[src/rtl/numa_udp_hdr_tx.sv]
// Ethernet/IPv4/UDP transmit header generator: snapshots the PIO address registers on start,
// folds the IPv4 header checksum, then streams the 42 header bytes one per valid/ready beat.
module numa_udp_hdr_tx #(
    parameter logic [15:0] UDP_SRC_PORT = 16'd3422,
    parameter logic [15:0] UDP_DST_PORT = 16'd3422,
    parameter logic [7:0]  IP_TTL       = 8'd64,
    parameter logic [15:0] MAX_PAYLOAD  = 16'd1472
) (
    input  logic        clk,
    input  logic        rst,
    input  logic [31:0] if_v4addr,
    input  logic [47:0] if_macaddr,
    input  logic [31:0] dest_v4addr,
    input  logic [47:0] dest_macaddr,
    input  logic        start,
    input  logic [15:0] payload_len,
    output logic        busy,
    output logic        err,
    output logic [7:0]  hdr_data,
    output logic        hdr_valid,
    input  logic        hdr_ready,
    output logic        hdr_last,
    output logic        done
);

    localparam logic [1:0] IDLE = 2'd0;
    localparam logic [1:0] SUM  = 2'd1;
    localparam logic [1:0] FOLD = 2'd2;
    localparam logic [1:0] SEND = 2'd3;

    localparam logic [3:0] LAST_WORD = 4'd9;
    localparam logic [5:0] LAST_BYTE = 6'd41;

    logic [1:0]  state;
    logic [47:0] dmac_q;
    logic [47:0] smac_q;
    logic [31:0] sip_q;
    logic [31:0] dip_q;
    logic [15:0] plen_q;
    logic [15:0] ip_id;
    logic [19:0] acc;
    logic [15:0] csum;
    logic [3:0]  word_idx;
    logic [5:0]  byte_idx;
    logic        done_q;
    logic        err_q;

    logic [15:0] total_len;
    logic [15:0] udp_len;
    logic [15:0] sum_word;
    logic [16:0] fold1;
    logic [15:0] fold2;
    logic [7:0]  tx_byte;

    assign total_len = plen_q + 16'd28;
    assign udp_len   = plen_q + 16'd8;

    // IPv4 header words in wire order; the checksum slot contributes zero.
    always_comb begin
        sum_word = 16'h0000;
        case (word_idx)
            4'd0:    sum_word = 16'h4500;
            4'd1:    sum_word = total_len;
            4'd2:    sum_word = ip_id;
            4'd3:    sum_word = 16'h4000;
            4'd4:    sum_word = {IP_TTL, 8'h11};
            4'd5:    sum_word = 16'h0000;
            4'd6:    sum_word = sip_q[31:16];
            4'd7:    sum_word = sip_q[15:0];
            4'd8:    sum_word = dip_q[31:16];
            4'd9:    sum_word = dip_q[15:0];
            default: sum_word = 16'h0000;
        endcase
    end

    // Ten 16-bit words carry at most 4 bits; two end-around folds always suffice.
    always_comb begin
        fold1 = {1'b0, acc[15:0]} + {13'd0, acc[19:16]};
        fold2 = fold1[15:0] + {15'd0, fold1[16]};
    end

    always_comb begin
        tx_byte = 8'h00;
        case (byte_idx)
            6'd0:    tx_byte = dmac_q[47:40];
            6'd1:    tx_byte = dmac_q[39:32];
            6'd2:    tx_byte = dmac_q[31:24];
            6'd3:    tx_byte = dmac_q[23:16];
            6'd4:    tx_byte = dmac_q[15:8];
            6'd5:    tx_byte = dmac_q[7:0];
            6'd6:    tx_byte = smac_q[47:40];
            6'd7:    tx_byte = smac_q[39:32];
            6'd8:    tx_byte = smac_q[31:24];
            6'd9:    tx_byte = smac_q[23:16];
            6'd10:   tx_byte = smac_q[15:8];
            6'd11:   tx_byte = smac_q[7:0];
            6'd12:   tx_byte = 8'h08;
            6'd13:   tx_byte = 8'h00;
            6'd14:   tx_byte = 8'h45;
            6'd15:   tx_byte = 8'h00;
            6'd16:   tx_byte = total_len[15:8];
            6'd17:   tx_byte = total_len[7:0];
            6'd18:   tx_byte = ip_id[15:8];
            6'd19:   tx_byte = ip_id[7:0];
            6'd20:   tx_byte = 8'h40;
            6'd21:   tx_byte = 8'h00;
            6'd22:   tx_byte = IP_TTL;
            6'd23:   tx_byte = 8'h11;
            6'd24:   tx_byte = csum[15:8];
            6'd25:   tx_byte = csum[7:0];
            6'd26:   tx_byte = sip_q[31:24];
            6'd27:   tx_byte = sip_q[23:16];
            6'd28:   tx_byte = sip_q[15:8];
            6'd29:   tx_byte = sip_q[7:0];
            6'd30:   tx_byte = dip_q[31:24];
            6'd31:   tx_byte = dip_q[23:16];
            6'd32:   tx_byte = dip_q[15:8];
            6'd33:   tx_byte = dip_q[7:0];
            6'd34:   tx_byte = UDP_SRC_PORT[15:8];
            6'd35:   tx_byte = UDP_SRC_PORT[7:0];
            6'd36:   tx_byte = UDP_DST_PORT[15:8];
            6'd37:   tx_byte = UDP_DST_PORT[7:0];
            6'd38:   tx_byte = udp_len[15:8];
            6'd39:   tx_byte = udp_len[7:0];
            default: tx_byte = 8'h00;
        endcase
    end

    always_ff @(posedge clk or posedge rst) begin
        if (rst) begin
            state    <= IDLE;
            dmac_q   <= 48'd0;
            smac_q   <= 48'd0;
            sip_q    <= 32'd0;
            dip_q    <= 32'd0;
            plen_q   <= 16'd0;
            ip_id    <= 16'd0;
            acc      <= 20'd0;
            csum     <= 16'd0;
            word_idx <= 4'd0;
            byte_idx <= 6'd0;
            done_q   <= 1'b0;
            err_q    <= 1'b0;
        end else begin
            done_q <= 1'b0;
            err_q  <= 1'b0;
            case (state)
                IDLE: begin
                    if (start) begin
                        if (payload_len <= MAX_PAYLOAD) begin
                            dmac_q   <= dest_macaddr;
                            smac_q   <= if_macaddr;
                            sip_q    <= if_v4addr;
                            dip_q    <= dest_v4addr;
                            plen_q   <= payload_len;
                            acc      <= 20'd0;
                            word_idx <= 4'd0;
                            state    <= SUM;
                        end else begin
                            err_q <= 1'b1;
                        end
                    end
                end
                SUM: begin
                    acc <= acc + {4'd0, sum_word};
                    if (word_idx == LAST_WORD) begin
                        state <= FOLD;
                    end else begin
                        word_idx <= word_idx + 4'd1;
                    end
                end
                FOLD: begin
                    csum     <= ~fold2;
                    byte_idx <= 6'd0;
                    state    <= SEND;
                end
                SEND: begin
                    if (hdr_ready) begin
                        if (byte_idx == LAST_BYTE) begin
                            done_q <= 1'b1;
                            ip_id  <= ip_id + 16'd1;
                            state  <= IDLE;
                        end else begin
                            byte_idx <= byte_idx + 6'd1;
                        end
                    end
                end
                default: state <= IDLE;
            endcase
        end
    end

    // Stream outputs decode straight from the state so reset drops them without a clock.
    assign busy      = (state != IDLE);
    assign hdr_valid = (state == SEND);
    assign hdr_last  = (state == SEND) && (byte_idx == LAST_BYTE);
    assign hdr_data  = (state == SEND) ? tx_byte : 8'h00;
    assign done      = done_q;
    assign err       = err_q;

endmodule

[config.mk]
export PLATFORM = sky130hd
export DESIGN_NAME = numa_udp_hdr_tx
export DESIGN_NICKNAME = d
export VERILOG_FILES = /design/src/rtl/numa_udp_hdr_tx.sv
export SDC_FILE = /design/constraint.sdc
export NUM_CORES = 1
export LEC_CHECK = 0
export ABC_AREA = 0
export CAP_MARGIN = 15
export CORE_ASPECT_RATIO = 0.9
export CORE_MARGIN = 1
export CORE_UTILIZATION = 51
export CTS_CLUSTER_SIZE = 25
export DETAILED_ROUTE_END_ITERATION = 10
export PLACE_DENSITY = 0.87
export SYNTH_ARGS = -nofsm -noshare
export SYNTH_HDL_FRONTEND = slang
export SYNTH_SLANG_ARGS = --single-unit
export TNS_END_PERCENT = 100
[constraint.sdc]
create_clock -name clk -period 9.4 [get_ports clk]
set_clock_uncertainty 0.2 [all_clocks]
set_input_delay 2.82 -clock clk [delete_from_list [all_inputs] [get_ports clk]]
set_output_delay 2.82 -clock clk [all_outputs]
set_load 0.01 [all_outputs]
# Yosys cells after proc, flatten, opt, wreduce, memory -nomap -nowiden
# Cells that the tools add are included.
dict set report word_totals {
  regBits 242
  output_inout_bits 13
}
dict set report op_classes {
  n_addsub 8
  order_cmp 1
  n_eq_ne 55
  mux 25
  bitwise_logic 1
  n_reduce_logical 16
}
# cell count
set ops {}
lappend ops {{8-bit one-hot mux with 34 select lines} 1}
lappend ops {{16-bit one-hot mux with 9 select lines} 1}
lappend ops {{6-bit by 5-bit equality test with 1-bit output, second input constant} 15}
lappend ops {{6-bit equality test, second input constant} 9}
lappend ops {{20-bit 2-to-1 mux} 2}
lappend ops {{20-bit one-hot mux with 2 select lines} 1}
lappend ops {{6-bit by 4-bit equality test with 1-bit output, second input constant} 6}
lappend ops {{6-bit by 3-bit equality test with 1-bit output, second input constant} 4}
lappend ops {{20-bit by 16-bit adder with 20-bit output} 1}
lappend ops {{16-bit by 4-bit adder with 17-bit output} 1}
lappend ops {{16-bit by 1-bit adder with 16-bit output} 1}
lappend ops {{16-bit by 1-bit adder with 16-bit output, second input constant} 1}
lappend ops {{16-bit by 4-bit adder with 16-bit output, second input constant} 1}
lappend ops {{16-bit by 5-bit adder with 16-bit output, second input constant} 1}
lappend ops {{16-bit by 11-bit <= comparator with 1-bit output, second input constant} 1}
lappend ops {{16-bit NOT} 1}
lappend ops {{4-bit by 3-bit equality test with 1-bit output, second input constant} 3}
lappend ops {{6-bit by 2-bit equality test with 1-bit output, second input constant} 2}
lappend ops {{4-bit 2-to-1 mux} 3}
lappend ops {{6-bit 2-to-1 mux} 2}
lappend ops {{6-bit one-hot mux with 2 select lines} 1}
lappend ops {{3-bit AND reduction} 4}
lappend ops {{2-bit 2-to-1 mux} 5}
lappend ops {{2-bit inequality test, second input constant} 5}
lappend ops {{other kinds (21)} 34}

# Longest topological paths before layout
# Gate-level depths: netlist (run 1).
dict set report logic_depth {
  ltp_word 4
  depth_mapped 18
  mapped_depth_nobuf 18
}

# Worst setup path after synthesis (run 1)
# Ideal clock, no wire load.
dict set report synth_path {
  path_type {register -> output}
  from {reg byte_idx[0]}
  to {out hdr_data[4]}
  t_arrival_ns 2.267
  path_slack_ns 4.113
  stages_incl_launch_ff 11
  path_cell_list {dfrtp_1 > inv_1 > ha_1 > clkbuf_1 > nand2_1 > or3_1 > buf_2 > o22ai_2 > nand2_1 > o32a_1 > a31oi_1}
}
dict set report synth_via {
  elab_chain_len 4
  elab_cells_between_ends 42
}
# item line
set synth_rtl {}
lappend synth_rtl {{start: declaration} 44} ;# logic [5:0] byte_idx;
lappend synth_rtl {{start signal: assignment} 184} ;# byte_idx <= byte_idx + 6'd1;
lappend synth_rtl {{6-bit equality test or 6-bit by 5-bit equality test with 1-bit output (tied branches)} 84} ;# case (byte_idx)
lappend synth_rtl {{2-bit OR reduction (no line)} --}
lappend synth_rtl {{8-bit one-hot mux with 34 select lines *} 84}
lappend synth_rtl {{8-bit 2-to-1 mux *} 197} ;# assign hdr_data = (state == SEND) ? tx_byte : 8'h00;
lappend synth_rtl {{end: declaration} 19} ;# output logic [7:0] hdr_data,
# Mark *: on every way between the ends. The rest lies on a longest branch, timed or not.

# Final worst setup path (run 1)
dict set report layout_path {
  from {reg byte_idx[2]}
  to {out hdr_data[1]}
}
# Same word-level chain as after synthesis.

==> results.json, run 1 <==
{
  "antenna_cells": 0,
  "cts_tree": "built",
  "fin_nets": 1743,
  "ys_seq_area_share_pct": 42.9,
  "n_fill_cell": 2174,
  "die-area_mm2": 0.0284,
  "routed_wl_um": 53500,
  "register_area_mm2": 0.00606,
  "syn_to_final_growth_pct": 21.5,
  "fin_cells": 1893,
  "clk_latency_ps": 550,
  "ff2ff_path_depth": 12,
  "power.net_switching_w": 0.00140,
  "dr.pass1.iters": 6,
  "hold_viol": 0,
  "p_total_w": 0.00378,
  "cts_sinks": 242,
  "ys_ff_latch": 242,
  "relSlewSlack_pct": 23.4,
  "ys_async_sr_fraction_pct": 100,
  "finalSetupViolCount": 0,
  "cts_resized": 0,
  "drive_above_1_share_pct": 16.9,
  "final_cell_mix": "dfrtp_1, clkdlybuf4s50_1, mux2_2",
  "cp-end-kind": "output port",
  "overflow": 0,
  "synth-main-ff-cell": "dfrtp_1",
  "post-cts-setup-buffers": 0,
  "io_pins": 193,
  "worstSetupStartpoint": "byte_idx[2]$_DFFE_PP0P_",
  "dpl.cell_count": 1848,
  "synth-edff-count": 0,
  "final_common_cell": "dfrtp_1",
  "h-tree-depth": 1,
  "avgRoutedWirePerCell_um": 28.2,
  "critPathArrivalTime_ps": 4410,
  "grt_start_max_net_pins": 181,
  "drc": 0,
  "cts_buffer_depth": 3,
  "cts-buffers-inserted": 25,
  "rsz0062_at_grt": "false",
  "tightest_slew_ps": 1140,
  "grt_first_pass_wirelength_um": 79000,
  "die_x_um": 177,
  "port_buffers": 192,
  "p_per_area_mw_per_mm2": 220,
  "p_sw_share_pct": 37.0,
  "synthCells": 1360,
  "power_frac_comb_pct": 31.1,
  "hold_path.class": "flip-flop to flip-flop",
  "fp-row-count": 57,
  "ys_types": 83,
  "place_hpwl_um": 40900,
  "antenna_found_initial": 1,
  "fin_crit_sh_pct": 79.0,
  "place.gp.congestion": 1.05,
  "p_seq_share_pct": 41.2,
  "endpoint": "hdr_data[1]",
  "reg2reg_from": "word_idx[3]$_DFFE_PP0P_",
  "reg2reg_slack_ps": 4830,
  "worstReg2RegEnd": "acc[18]$_DFFE_PP0P_",
  "power_frac_clock_pct": 27.7,
  "p_int_w": 0.00238,
  "grt.total_usage_pct": 37.8,
  "whs_path_depth": 1,
  "ant_nets": 0,
  "via_count": 12606,
  "vias_per_cell": 6.66,
  "die_y_um": 160,
  "syn_area_mm2": 0.0141,
  "multiInputGateArea_mm2": 0.00765,
  "holdBufCountCts": 0,
  "initial_utilization_pct": 52.1,
  "drtIter0Drc": 1750,
  "ir_drop_mv": 0.153,
  "clock.fmax_mhz": 135,
  "worstSetupPathType": "flip-flop to output port",
  "core_mm2": 0.0271,
  "syn_nets": 1581,
  "path_clk_slew_ps": 60,
  "crit_path_start_kind": "flip-flop",
  "cts_root_buf": "clkbuf_16",
  "post-route-min-period_ps": 7430,
  "cp.required_ps": 6380,
  "worstPathMaxFanout": 24,
  "yosys_warnings": 0,
  "fin_setup_tns_ps": 0,
  "maxCapViolations": 0,
  "grt_pass1_vias": 12364,
  "power.leakage_nw": 7.34,
  "outcome": "finished, final reports clean",
  "slew_violations": 0,
  "syn_area_per_cell_um2": 10.4
}
-- critical path, cell delays in order, from the launching register on --
cell and delay (ps):
dfrtp_1 740, buf_4 390, nand2b_1 500, nor3_1 320, a22oi_1 210, nand4_1 150
a2111oi_0 530, o211ai_1 290, nor2b_1 210, clkdlybuf4s50_1 520
-- worst min-delay path by stage --
stage	startpoint	to	slack, ps
final	smac_q[35]$_DFFE_PP0P_	smac_q[35]$_DFFE_PP0P_	310
after global routing	dmac_q[20]$_DFFE_PP0P_	dmac_q[20]$_DFFE_PP0P_	330
after CTS	smac_q[35]$_DFFE_PP0P_	smac_q[35]$_DFFE_PP0P_	320
after detailed placement	smac_q[34]$_DFFE_PP0P_	smac_q[34]$_DFFE_PP0P_	300
after global placement	smac_q[35]$_DFFE_PP0P_	smac_q[35]$_DFFE_PP0P_	290
after floorplan	ip_id[15]$_DFFE_PP0P_	ip_id[15]$_DFFE_PP0P_	270
-- Yosys cell counts (6+ instances only) --
master       n  area (um2)
a21o_1       9        67.6
a21oi_1     56         280
a221oi_1     7        61.3
a222oi_1    12         120
a22o_1      13         114
a22oi_1     79         593
a31oi_1     12        75.1
and2_1       6        37.5
and3_1      17         106
buf_2       35         175
clkbuf_1    29         109
dfrtp_1    242        6060
ha_1        39         488
inv_1       25        93.8
mux2_2     177        1990
mux2i_1      9        90.1
nand2_1     91         342
nand2b_1    15        93.8
nand3_1     46         230
nand3b_1     7        52.6
nand4_1     26         163
nor2_1      94         353
nor2b_1     18         113
nor3_1      27         135
nor4_1       6        37.5
o2111ai_1    6        52.6
o211ai_1    16         120
o21ai_0     42         210
o22ai_1      6        37.5
o31ai_1     11        82.6
or3_1        6        37.5
xnor2_1     41         359
xor2_1      25         219
-- power by group through the flow --
stage               clock network (W)  logic (W)  registers, W
detailed placement                  0    0.00114       0.00156
CTS                           0.00106    0.00115       0.00154
global route                  0.00110    0.00126       0.00157
floorplan                           0   0.000797       0.00139
finish                        0.00105    0.00117       0.00156
global placement                    0    0.00110       0.00155
-- cell families (layout without fill, tap and decap cells) --
group	Yosys count	count (layout)	synth area share (%)
AND/OR/NAND/NOR	402	402	14.9
AO/OA/AOI/OAI	326	326	16.6
flip-flops	242	242	42.9
multiplexers	186	186	14.7
buffers and inverters	97	276	3.06
XOR/XNOR	66	66	4.09
adder cells (fa/ha/maj)	41	41	3.74
-- metal layers --
| metal | GRT usage, % | vias up | part of all wire, % |
|---|---|---|---|
| li1 | - | 5429 | - |
| met1 | 53.5 | 6269 | 41 |
| met2 | 58.9 | 764 | 45 |
| met3 | 6.60 | 144 | 9.5 |
| met4 | 12.2 | 0 | 3.7 |
| met5 | 0 | - | 0 |
-- layout make-up --
type                    count  share of cell area (%)
well taps                 354                    2.58
clock buffers              35                    4.21
repair buffers            207                    12.0
multi-input cells        1021                    44.6
flip-flops and latches    242                    35.3
inverters                  25                   0.568
clock inverters             9                   0.809
-- flip-flops by register name (all words and copies together), names as in the netlist --
signal    flops
dmac_q       48
smac_q       48
dip_q        32
sip_q        32
acc          20
csum         16
ip_id        16
plen_q       16
byte_idx      6
word_idx      4
state         2
done          1
err           1
-- per-stage QoR --
step           area, um2  util, %  worst slack (ps)  hold slack, ps
2_1_floorplan      14100        -              3200             268
3_3_place_gp       16300     60.2              2590             294
3_5_place_dp       16300     60.2              2550             297
4_1_cts            17200     63.3              1920             317
5_1_grt            17200     63.4              1690             332
6_report           17200     63.4              1970             315
(Power assumes the default switching activity.)
==> run 2: changes to the inputs <==
CORE_UTILIZATION = 56   (was 51)
PLACE_DENSITY = 0.9   (was 0.87)
clock period = 7.1 ns   (was 9.4 ns; I/O delays follow)
==> results.json, run 2 (same netlist as run 1, synthesis figures left out) <==
{
  "antenna_found_initial": 0,
  "avgRoutedWirePerCell_um": 28.1,
  "cts_sinks": 242,
  "crit_path_start_kind": "flip-flop",
  "p_total_w": 0.00503,
  "drtIter0Drc": 2033,
  "syn_to_final_growth_pct": 22.3,
  "ir_drop_mv": 0.205,
  "port_buffers": 192,
  "outcome": "finished, final reports clean",
  "grt.total_usage_pct": 41.0,
  "grt_start_max_net_pins": 144,
  "fin_cells": 1892,
  "cp-end-kind": "output port",
  "antenna_cells": 0,
  "power.leakage_nw": 7.42,
  "grt_first_pass_wirelength_um": 78600,
  "holdBufCountCts": 0,
  "cts_root_buf": "clkbuf_16",
  "slew_violations": 0,
  "final_cell_mix": "dfrtp_1, clkdlybuf4s50_1, mux2_2",
  "dpl.cell_count": 1847,
  "hold_path.class": "flip-flop to flip-flop",
  "worstPathMaxFanout": 33,
  "ant_nets": 0,
  "fp-row-count": 54,
  "maxCapViolations": 0,
  "clock.fmax_mhz": 151,
  "relSlewSlack_pct": 22.6,
  "cts_resized": 0,
  "grt_pass1_vias": 12473,
  "die_y_um": 153,
  "fin_setup_tns_ps": 0,
  "cp.required_ps": 4770,
  "hold_viol": 0,
  "post-route-min-period_ps": 6600,
  "die_x_um": 169,
  "via_count": 12959,
  "vias_per_cell": 6.85,
  "die-area_mm2": 0.0259,
  "critPathArrivalTime_ps": 4270,
  "dr.pass1.iters": 7,
  "largestRegisters": "dmac_q: 48 flops, smac_q: 48 flops",
  "worstSetupPathType": "flip-flop to output port",
  "drc": 0,
  "finalSetupViolCount": 0,
  "cts-buffers-inserted": 26,
  "path_clk_slew_ps": 60,
  "core_mm2": 0.0245,
  "cts_tree": "built",
  "place_hpwl_um": 40600,
  "fin_crit_sh_pct": 93.0,
  "initial_utilization_pct": 57.6,
  "io_pins": 193,
  "final_common_cell": "dfrtp_1",
  "overflow": 0,
  "rsz0062_at_grt": "false",
  "h-tree-depth": 1,
  "drive_above_1_share_pct": 17.5,
  "clk_latency_ps": 550,
  "place.gp.congestion": 1.06,
  "tightest_slew_ps": 1160,
  "p_per_area_mw_per_mm2": 291,
  "fin_nets": 1760,
  "post-cts-setup-buffers": 0,
  "cts_buffer_depth": 3,
  "routed_wl_um": 53100
}
[run 2: metrics by stage]
step | utilization [%] | hold slack, ps | cell area (um2) | setup slack [ps]
6_report | 70.5 | 309 | 17300 | 498
2_1_floorplan | - | 268 | 14100 | 1590
4_1_cts | 70.5 | 312 | 17300 | 637
3_5_place_dp | 66.9 | 297 | 16400 | 1240
5_1_grt | 70.5 | 319 | 17300 | 355
3_3_place_gp | 66.9 | 287 | 16400 | 1230
[run 2: report_power, final]
group	internal (W)	switching [W]	leakage (nW)	total (W)
sequential	0.00166	0.000406	3.21	0.00207
clock	0.000827	0.000571	0.417	0.00140
combinational	0.000672	0.000889	3.80	0.00156
total	0.00316	0.00187	7.42	0.00503
[run 2: final cells by class]
class                      count  area (um2)
clock buffer                  38         736
clock inverter                 7         131
fill                        1761        7240
inverter                      25        97.6
multi-input combinational   1021        7650
sequential                   242        6060
tap                          336         420
timing repair buffer         223        2190
[run 2: critical path: stages, from the launching register on]
cell             delay [ps]
dfrtp_1                1010
buf_4                   360
nor3_1                  150
buf_4                   240
a32oi_1                 170
nand4_1                 110
or4_1                   540
nor3_1                  420
a31oi_1                 180
clkdlybuf4s50_1         520
[run 2: metal layers]
metal | global-route usage (%) | vias to the layer above | routed length, um | part of all wire [%]
met2 | 62.8 | 918 | 23900 | 45
li1 | - | 5471 | - | -
met4 | 12.1 | 0 | 1920 | 3.6
met1 | 57.5 | 6405 | 21200 | 40
met3 | 10.4 | 165 | 6130 | 12
met5 | 0 | - | 0 | 0
[run 2: final timing paths]
check	start	endpoint	slack, ps	depth (start not counted)
worst max-delay path	byte_idx[4]$_DFFE_PP0P_	hdr_data[3]	500	9
worst min-delay path	smac_q[9]$_DFFE_PP0P_	smac_q[9]$_DFFE_PP0P_	310	1
worst max register to register	plen_q[4]$_DFFE_PP0P_	acc[19]$_DFFE_PP0P_	2470	16
worst min register to register	smac_q[9]$_DFFE_PP0P_	smac_q[9]$_DFFE_PP0P_	310	1
max in group asynchronous	rst	dmac_q[25]$_DFFE_PP0P_	4140	3
min in group asynchronous	rst	acc[8]$_DFFE_PP0P_	1870	3
